[src/rtl/seg_scan_ctl.sv]
`timescale 1ns/1ps
// seg_scan_ctl: time-multiplexed seven-segment display scanner.
// Shows NDIGITS hex digits on a shared active-low segment bus with one-hot
// active-low anodes. A free-running prescaler sets the slot length
// (2**DIV_BITS cycles per digit). Optional PWM dimming is compiled in with
// the macro SEG_SCAN_DIM_EN; without it bright_i is ignored.
//
// Ports:
//   clk_i     system clock, rising edge
//   rst_i     synchronous active-high reset
//   enb_i     global display enable (0 blanks all digits, scan continues)
//   data_i    packed hex nibbles, digit i = data_i[4*i+3:4*i]
//   dp_i      decimal point request per digit, active-high
//   mask_i    per-digit enable, 0 blanks that digit's slot
//   bright_i  brightness 0..15 (dimming build only)
//   an_o      anodes, active-low, at most one bit low
//   seg_o     segments {g,f,e,d,c,b,a}, active-low
//   dp_n_o    decimal point, active-low
//   digit_o   index of the digit currently scanned
//   frame_o   one-cycle pulse when an_o first shows digit 0 after a wrap
module seg_scan_ctl #(
  parameter int unsigned NDIGITS  = 8,
  parameter int unsigned DIV_BITS = 17,
  localparam int unsigned DW      = (NDIGITS > 1) ? $clog2(NDIGITS) : 1
) (
  input  logic                   clk_i,
  input  logic                   rst_i,
  input  logic                   enb_i,
  input  logic [4*NDIGITS-1:0]   data_i,
  input  logic [NDIGITS-1:0]     dp_i,
  input  logic [NDIGITS-1:0]     mask_i,
  input  logic [3:0]             bright_i,
  output logic [NDIGITS-1:0]     an_o,
  output logic [6:0]             seg_o,
  output logic                   dp_n_o,
  output logic [DW-1:0]          digit_o,
  output logic                   frame_o
);

  localparam logic [DW-1:0] LAST_DIGIT = DW'(NDIGITS - 1);

  logic [DIV_BITS-1:0] pcnt_q, pcnt_d;
  logic [DW-1:0]       digit_q, digit_d;
  logic                wrap_q, wrap_d;
  logic [NDIGITS-1:0]  an_q, an_d;
  logic [6:0]          seg_q, seg_d;
  logic                dp_n_q, dp_n_d;
  logic                frame_q, frame_d;

  logic [3:0]          nib;
  logic                dp_sel;
  logic                mask_sel;
  logic                dim_open;
  logic                lit;
  logic [6:0]          hex7;

  // Prescaler and digit counter; wrap_d marks the edge that returns to digit 0.
  always_comb begin
    pcnt_d  = pcnt_q + DIV_BITS'(1);
    digit_d = digit_q;
    wrap_d  = 1'b0;
    if (&pcnt_q) begin
      if (digit_q == LAST_DIGIT) begin
        digit_d = '0;
        wrap_d  = 1'b1;
      end else begin
        digit_d = digit_q + DW'(1);
      end
    end
  end

  // Select the current digit's nibble, dp request and mask bit.
  always_comb begin
    nib      = 4'h0;
    dp_sel   = 1'b0;
    mask_sel = 1'b0;
    for (int i = 0; i < int'(NDIGITS); i++) begin
      if (digit_q == DW'(i)) begin
        nib      = data_i[4*i +: 4];
        dp_sel   = dp_i[i];
        mask_sel = mask_i[i];
      end
    end
  end

`ifdef SEG_SCAN_DIM_EN
  // PWM gate: lit while the top prescaler nibble is within the brightness level.
  assign dim_open = (pcnt_q[DIV_BITS-1 -: 4] <= bright_i);
`else
  logic unused_bright;
  assign unused_bright = ^bright_i;
  assign dim_open      = 1'b1;
`endif

  // Hex to active-low gfedcba.
  always_comb begin
    hex7 = 7'h7F;
    case (nib)
      4'h0: hex7 = 7'b1000000;
      4'h1: hex7 = 7'b1111001;
      4'h2: hex7 = 7'b0100100;
      4'h3: hex7 = 7'b0110000;
      4'h4: hex7 = 7'b0011001;
      4'h5: hex7 = 7'b0010010;
      4'h6: hex7 = 7'b0000010;
      4'h7: hex7 = 7'b1111000;
      4'h8: hex7 = 7'b0000000;
      4'h9: hex7 = 7'b0010000;
      4'hA: hex7 = 7'b0001000;
      4'hB: hex7 = 7'b0000011;
      4'hC: hex7 = 7'b1000110;
      4'hD: hex7 = 7'b0100001;
      4'hE: hex7 = 7'b0000110;
      4'hF: hex7 = 7'b0001110;
      default: hex7 = 7'h7F;
    endcase
  end

  // Next output values; unlit slots drive everything inactive.
  always_comb begin
    lit     = enb_i & mask_sel & dim_open;
    an_d    = '1;
    for (int i = 0; i < int'(NDIGITS); i++) begin
      an_d[i] = ~(lit && (digit_q == DW'(i)));
    end
    seg_d   = lit ? hex7 : 7'h7F;
    dp_n_d  = ~(lit & dp_sel);
    frame_d = wrap_q;
  end

  always_ff @(posedge clk_i) begin
    if (rst_i) begin
      pcnt_q  <= '0;
      digit_q <= '0;
      wrap_q  <= 1'b0;
      an_q    <= '1;
      seg_q   <= 7'h7F;
      dp_n_q  <= 1'b1;
      frame_q <= 1'b0;
    end else begin
      pcnt_q  <= pcnt_d;
      digit_q <= digit_d;
      wrap_q  <= wrap_d;
      an_q    <= an_d;
      seg_q   <= seg_d;
      dp_n_q  <= dp_n_d;
      frame_q <= frame_d;
    end
  end

  assign an_o    = an_q;
  assign seg_o   = seg_q;
  assign dp_n_o  = dp_n_q;
  assign digit_o = digit_q;
  assign frame_o = frame_q;

endmodule

[config.mk]
export PLATFORM = sky130hd
export DESIGN_NAME = seg_scan_ctl
export DESIGN_NICKNAME = d
export VERILOG_FILES = /design/src/rtl/seg_scan_ctl.sv
export SDC_FILE = /design/constraint.sdc
export NUM_CORES = 1
export LEC_CHECK = 0
export BUFFER_PORTS_ARGS = -buffer_cell sky130_fd_sc_hd__buf_2
export CORE_UTILIZATION = 52
export CTS_BUF_LIST = sky130_fd_sc_hd__clkbuf_2
export DETAILED_ROUTE_END_ITERATION = 12
export GPL_TIMING_DRIVEN = 0
export MAX_ROUTING_LAYER = met4
export PLACE_DENSITY_LB_ADDON = 0.3
export SLEW_MARGIN = 20
export SYNTH_ARGS = -nofsm -noshare
export SYNTH_HDL_FRONTEND = slang
export SYNTH_SLANG_ARGS = --single-unit
[constraint.sdc]
create_clock -name clk_i -period 3.2 [get_ports clk_i]
set_input_delay 0.64 -clock clk_i [delete_from_list [all_inputs] [get_ports clk_i]]
set_output_delay 0.64 -clock clk_i [all_outputs]
set_load 0.01 [all_outputs]
==> tab_implementation.tex <==
\begin{tabular}{lr}
\hline
Metric & Value \\
\hline
\multicolumn{2}{l}{\textbf{Die}} \\
\quad Die footprint & approximately 0.0045 mm\^{}2 \\
\quad Chip Width & roughly 67 um \\
\quad DIE HEIGHT & 67.0 um \\
\quad Number of placement rows & 23 \\
\quad I/O pin cnt & 75 \\
\quad Area inside the core boundary & slightly above 0.004 mm\^{}2 \\
\quad Initial cell density of the core & 54.5\% \\
\multicolumn{2}{l}{\textbf{Run}} \\
\quad Number of max-cap violations & 0 \\
\multicolumn{2}{l}{\textbf{Critical path}} \\
\quad Data arrival time at the worst-slack endpoint & roughly 3.3 ns \\
\quad Required time at the endpoint of the critical path & approximately 3.5 ns \\
\quad Critical Path End Type & flop \\
\quad Highest net fanout along the worst path & 10 \\
\quad Startpoint Class & flop \\
\quad Crit Path Class & reg -> reg \\
\multicolumn{2}{l}{\textbf{Synthesis}} \\
\quad Synthesized instance count & between 200 and 300 \\
\quad Ranking of synthesized cells by area & dfxtp\_1, ha\_1, nor2\_1, xor2\_1, a21oi\_1 \\
\quad Leading register cell type out of synthesis & dfxtp\_1 \\
\quad Proportion of synthesized chip area in sequential cells & between 30\% and 40\% \\
\quad Leading cell types by count after synthesis & dfxtp\_1, nor2\_1, nand2\_1 \\
\quad Largest family of logic cells by synthesized area & simple AND/OR/NAND/NOR gates \\
\quad Count of flip-flops with a built-in enable after synthesis & 0 \\
\quad Count of synthesis-stage warnings from yosys & 0 \\
\quad Mux cell area share after synthesis & 2.28\% \\
\quad Post-synthesis area per instance & 8.57 um\^{}2 \\
\quad Post-synth top area cell & dfxtp\_1 \\
\quad Async set-or-reset flop fraction in the synthesized netlist & 0\% \\
\quad Fraction of synthesized cell area in xor and xnor cells & approximately 5.6\% \\
\quad Number of nets produced by synthesis & about 330 \\
\quad Post-Syn Area & 0.00219 mm\^{}2 \\
\quad Yosys cell types & between 50 and 60 \\
\quad Area share of the largest cell type after synthesis & between 30\% and 40\% \\
\quad Compound-cell area share of the yosys netlist & 21.0\% \\
\quad Synth Area in Adders & between 7 and 8\% \\
\quad Number of storage elements in the synthesis netlist & 38 \\
\quad Simple-gate share of the synthesized area & between 20\% and 30\% \\
\quad Most used standard cell by instance count after synthesis & dfxtp\_1 \\
\multicolumn{2}{l}{\textbf{Power and ir drop}} \\
\quad P\_leak & about 0.0012 uW \\
\quad Fraction of power spent switching nets & roughly a quarter \\
\quad Areal power density over the cells & approximately 300 mW/mm\^{}2 \\
\quad Sequential fraction of design power & roughly 61\% \\
\quad Comb power frac & $\sim$12\% \\
\quad Maximum vdd drop & approximately 0.33 mV \\
\quad Net switching power figure & $\sim$210 uW \\
\quad Clock power frac & 26.5\% \\
\quad Internal power contribution & approximately 580 uW \\
\multicolumn{2}{l}{\textbf{Place}} \\
\quad Routability-driven placement congestion ratio & around 0.88 \\
\quad Setup WS pre-CTS & 0.0175 ns \\
\quad Final HPWL from detailed placement & between 3000 and 4000 um \\
\quad IO buf count & 70 \\
\multicolumn{2}{l}{\textbf{Drt}} \\
\quad Initial DRC count & $\sim$120 \\
\quad Overall routed net length & between 5000 and 6000 um \\
\quad DR WL/cell & 13.7 um \\
\quad Average via count per standard cell & 5.48 \\
\quad Residual DRC count & 0 \\
\quad Count of nets left with antenna violations after detail routing & 0 \\
\quad DR pass1 iterations & 5 \\
\quad Via count of the routed design & around 2100 \\
\multicolumn{2}{l}{\textbf{STA}} \\
\quad Crit path setup slack, layout & between 0.1 and 0.15 ns \\
\quad Final number of hold-violating endpoints & 0 \\
\quad Period minus WS final & 3.07 ns \\
\quad Worst-Margin Slew & about 0.62 ns \\
\quad Maximum clock frequency & approximately 0.33 GHz \\
\quad Setup repair after global routing missed its margin & false \\
\quad Slew HR & 57.6\% \\
\quad Final sum of negative setup slack & 0 ns \\
\quad Final critical-path share of the clock period & between 90\% and 100\% \\
\quad Setup skew after layout & between 0.01 and 0.015 ns \\
\quad Final setup violation count & 0 \\
\quad Total count of max-transition violations in the final report & 0 \\
\multicolumn{2}{l}{\textbf{Hold path}} \\
\quad Worst min path class & in -> reg \\
\multicolumn{2}{l}{\textbf{Clock tree}} \\
\quad Number of post-CTS setup repair buffers & 0 \\
\quad CTS H-Tree Depth & 2 \\
\quad Total clock sinks & 38 \\
\quad Cts bufs inserted & 5 \\
\quad Quantity of hold-fixing buffers added after cts & 0 \\
\quad Clock tree root buffer cell & clkbuf\_2 \\
\quad Number of buffers on the longest clock path & 2 \\
\quad Clock transition at the registers of the reported paths & approximately 0.20 ns \\
\quad Clock latency at the later pin of the worst-skew pair & slightly below 0.4 ns \\
\quad Clock tree from TritonCTS & yes \\
\multicolumn{2}{l}{\textbf{GRT}} \\
\quad GRT Util Overall & 25.4\% \\
\quad Number of antenna violations at the first check in global routing & 0 \\
\quad Pin count of the biggest net entering global routing & 13 \\
\quad Overflow after GRT & 0 \\
\quad Vias in the first global route & roughly 1900 \\
\quad Global-route wire length before repair & approximately 8300 um \\
\multicolumn{2}{l}{\textbf{Status}} \\
\quad Run status & completed \\
\multicolumn{2}{l}{\textbf{Cells and area}} \\
\quad Number of fill cells in the layout & 360 \\
\quad Diode count & 0 \\
\quad Post-layout nets & roughly 400 \\
\quad Share of layout cells above drive strength 1 & 29.9\% \\
\quad Area growth syn-to-layout & 20.8\% \\
\hline
\end{tabular}
-- stage by stage --
step           std cells  hold slack (ns)  util [%]  power, uW  instance area [um^2]
6_report             384            0.451      65.8        792                  2650
3_5_place_dp         376            0.422      64.7        591                  2610
3_3_place_gp         376            0.423      64.7        589                  2610
2_1_floorplan        256            0.413         -        545                  2190
5_1_grt              384            0.423      65.8        829                  2650
4_1_cts              384            0.431      65.8        801                  2650
-- flip-flops by register name (all words and copies together) (netlist names) --
register  count
seg_o         7
an_o          8
digit_o       3
dp_n_o        1
frame_o       1
frame_d       1
pcnt_q       17
-- timing repair --
action                                 in CTS  in global routing
setup endpoints to repair                   1                  1
pin swaps                                   0                  1
endpoints found under the hold margin       0                  0
gates resized for setup                     1                  0
-- routing by layer --
layer / track usage [%] / wire length (um) / share of wire, %
met3: 5.31 / 330 / 6.3
met4: 7.18 / 76 / 1.4
met2: 40.8 / 2460 / 47
met5: - / 0 / 0
met1: 32.0 / 2410 / 46
-- final cells by class --
| class | instances | area, um^2 | area share [%] |
|---|---|---|---|
| plain buffers | 16 | 97.6 | 3.68 |
| clock inverters | 3 | 16.3 | 0.614 |
| well taps | 50 | 62.6 | 2.36 |
| repair buffers | 70 | 350 | 13.2 |
| flip-flops and latches | 38 | 761 | 28.7 |
| multi-input cells | 186 | 1280 | 48.2 |
| inverters | 16 | 61.3 | 2.31 |
| clock buffers | 5 | 25.0 | 0.944 |
-- path summary, 6_finish.rpt --
check	slack, ns	depth (start not counted)	to	startpoint
max	0.13	13	seg_o[1]$_SDFF_PP1_	digit_o[2]$_SDFFE_PP0P_
max reg2reg	0.13	13	seg_o[1]$_SDFF_PP1_	digit_o[2]$_SDFFE_PP0P_
min	0.45	2	pcnt_q[1]$_SDFF_PP0_	rst_i
min reg2reg	0.46	1	frame_o$_SDFF_PP0_	frame_d$_SDFF_PP0_
-- worst max-delay path, cell delays in order, from the launching register on --
cell and delay (ns):
dfxtp_1 0.44, buf_6 0.15, clkinv_2 0.15, ha_1 0.25
buf_6 0.14, or2_4 0.26, a221oi_2 0.17, o22ai_1 0.15
a221oi_4 0.40, inv_2 0.11, ha_1 0.31, o21ai_1 0.18
a21o_1 0.12, o311ai_2 0.11
-- cells in the final DEF, fill, tap and decap left out, drive strengths merged, types with 6 or more instances in the layout --
master,instances
dfxtp,38
nand3b,6
nand2,23
ha,14
nor2,26
nand3,13
a211oi,6
clkbuf,10
o21ai,7
inv,15
buf,81
a21oi,20
xor2,11
-- kinds of logic (layout without fill, tap and decap cells) --
group	count (synthesis)	count (layout)
flops	38	38
mux	5	5
simple gates	93	93
fa+ha+maj	14	14
xor+xnor	14	14
buf+inv	32	110
compound gates	60	60
-- power by group through the flow --
stage,Sequential (uW),Clock [uW],Combinational (uW)
detailed placement,494,0,96.6
CTS,485,219,97.0
floorplan,496,0,48.8
finish,485,210,97.2
global route,486,236,107
global placement,494,0,95.4
No activity file was read; power rests on OpenSTA's default activity.
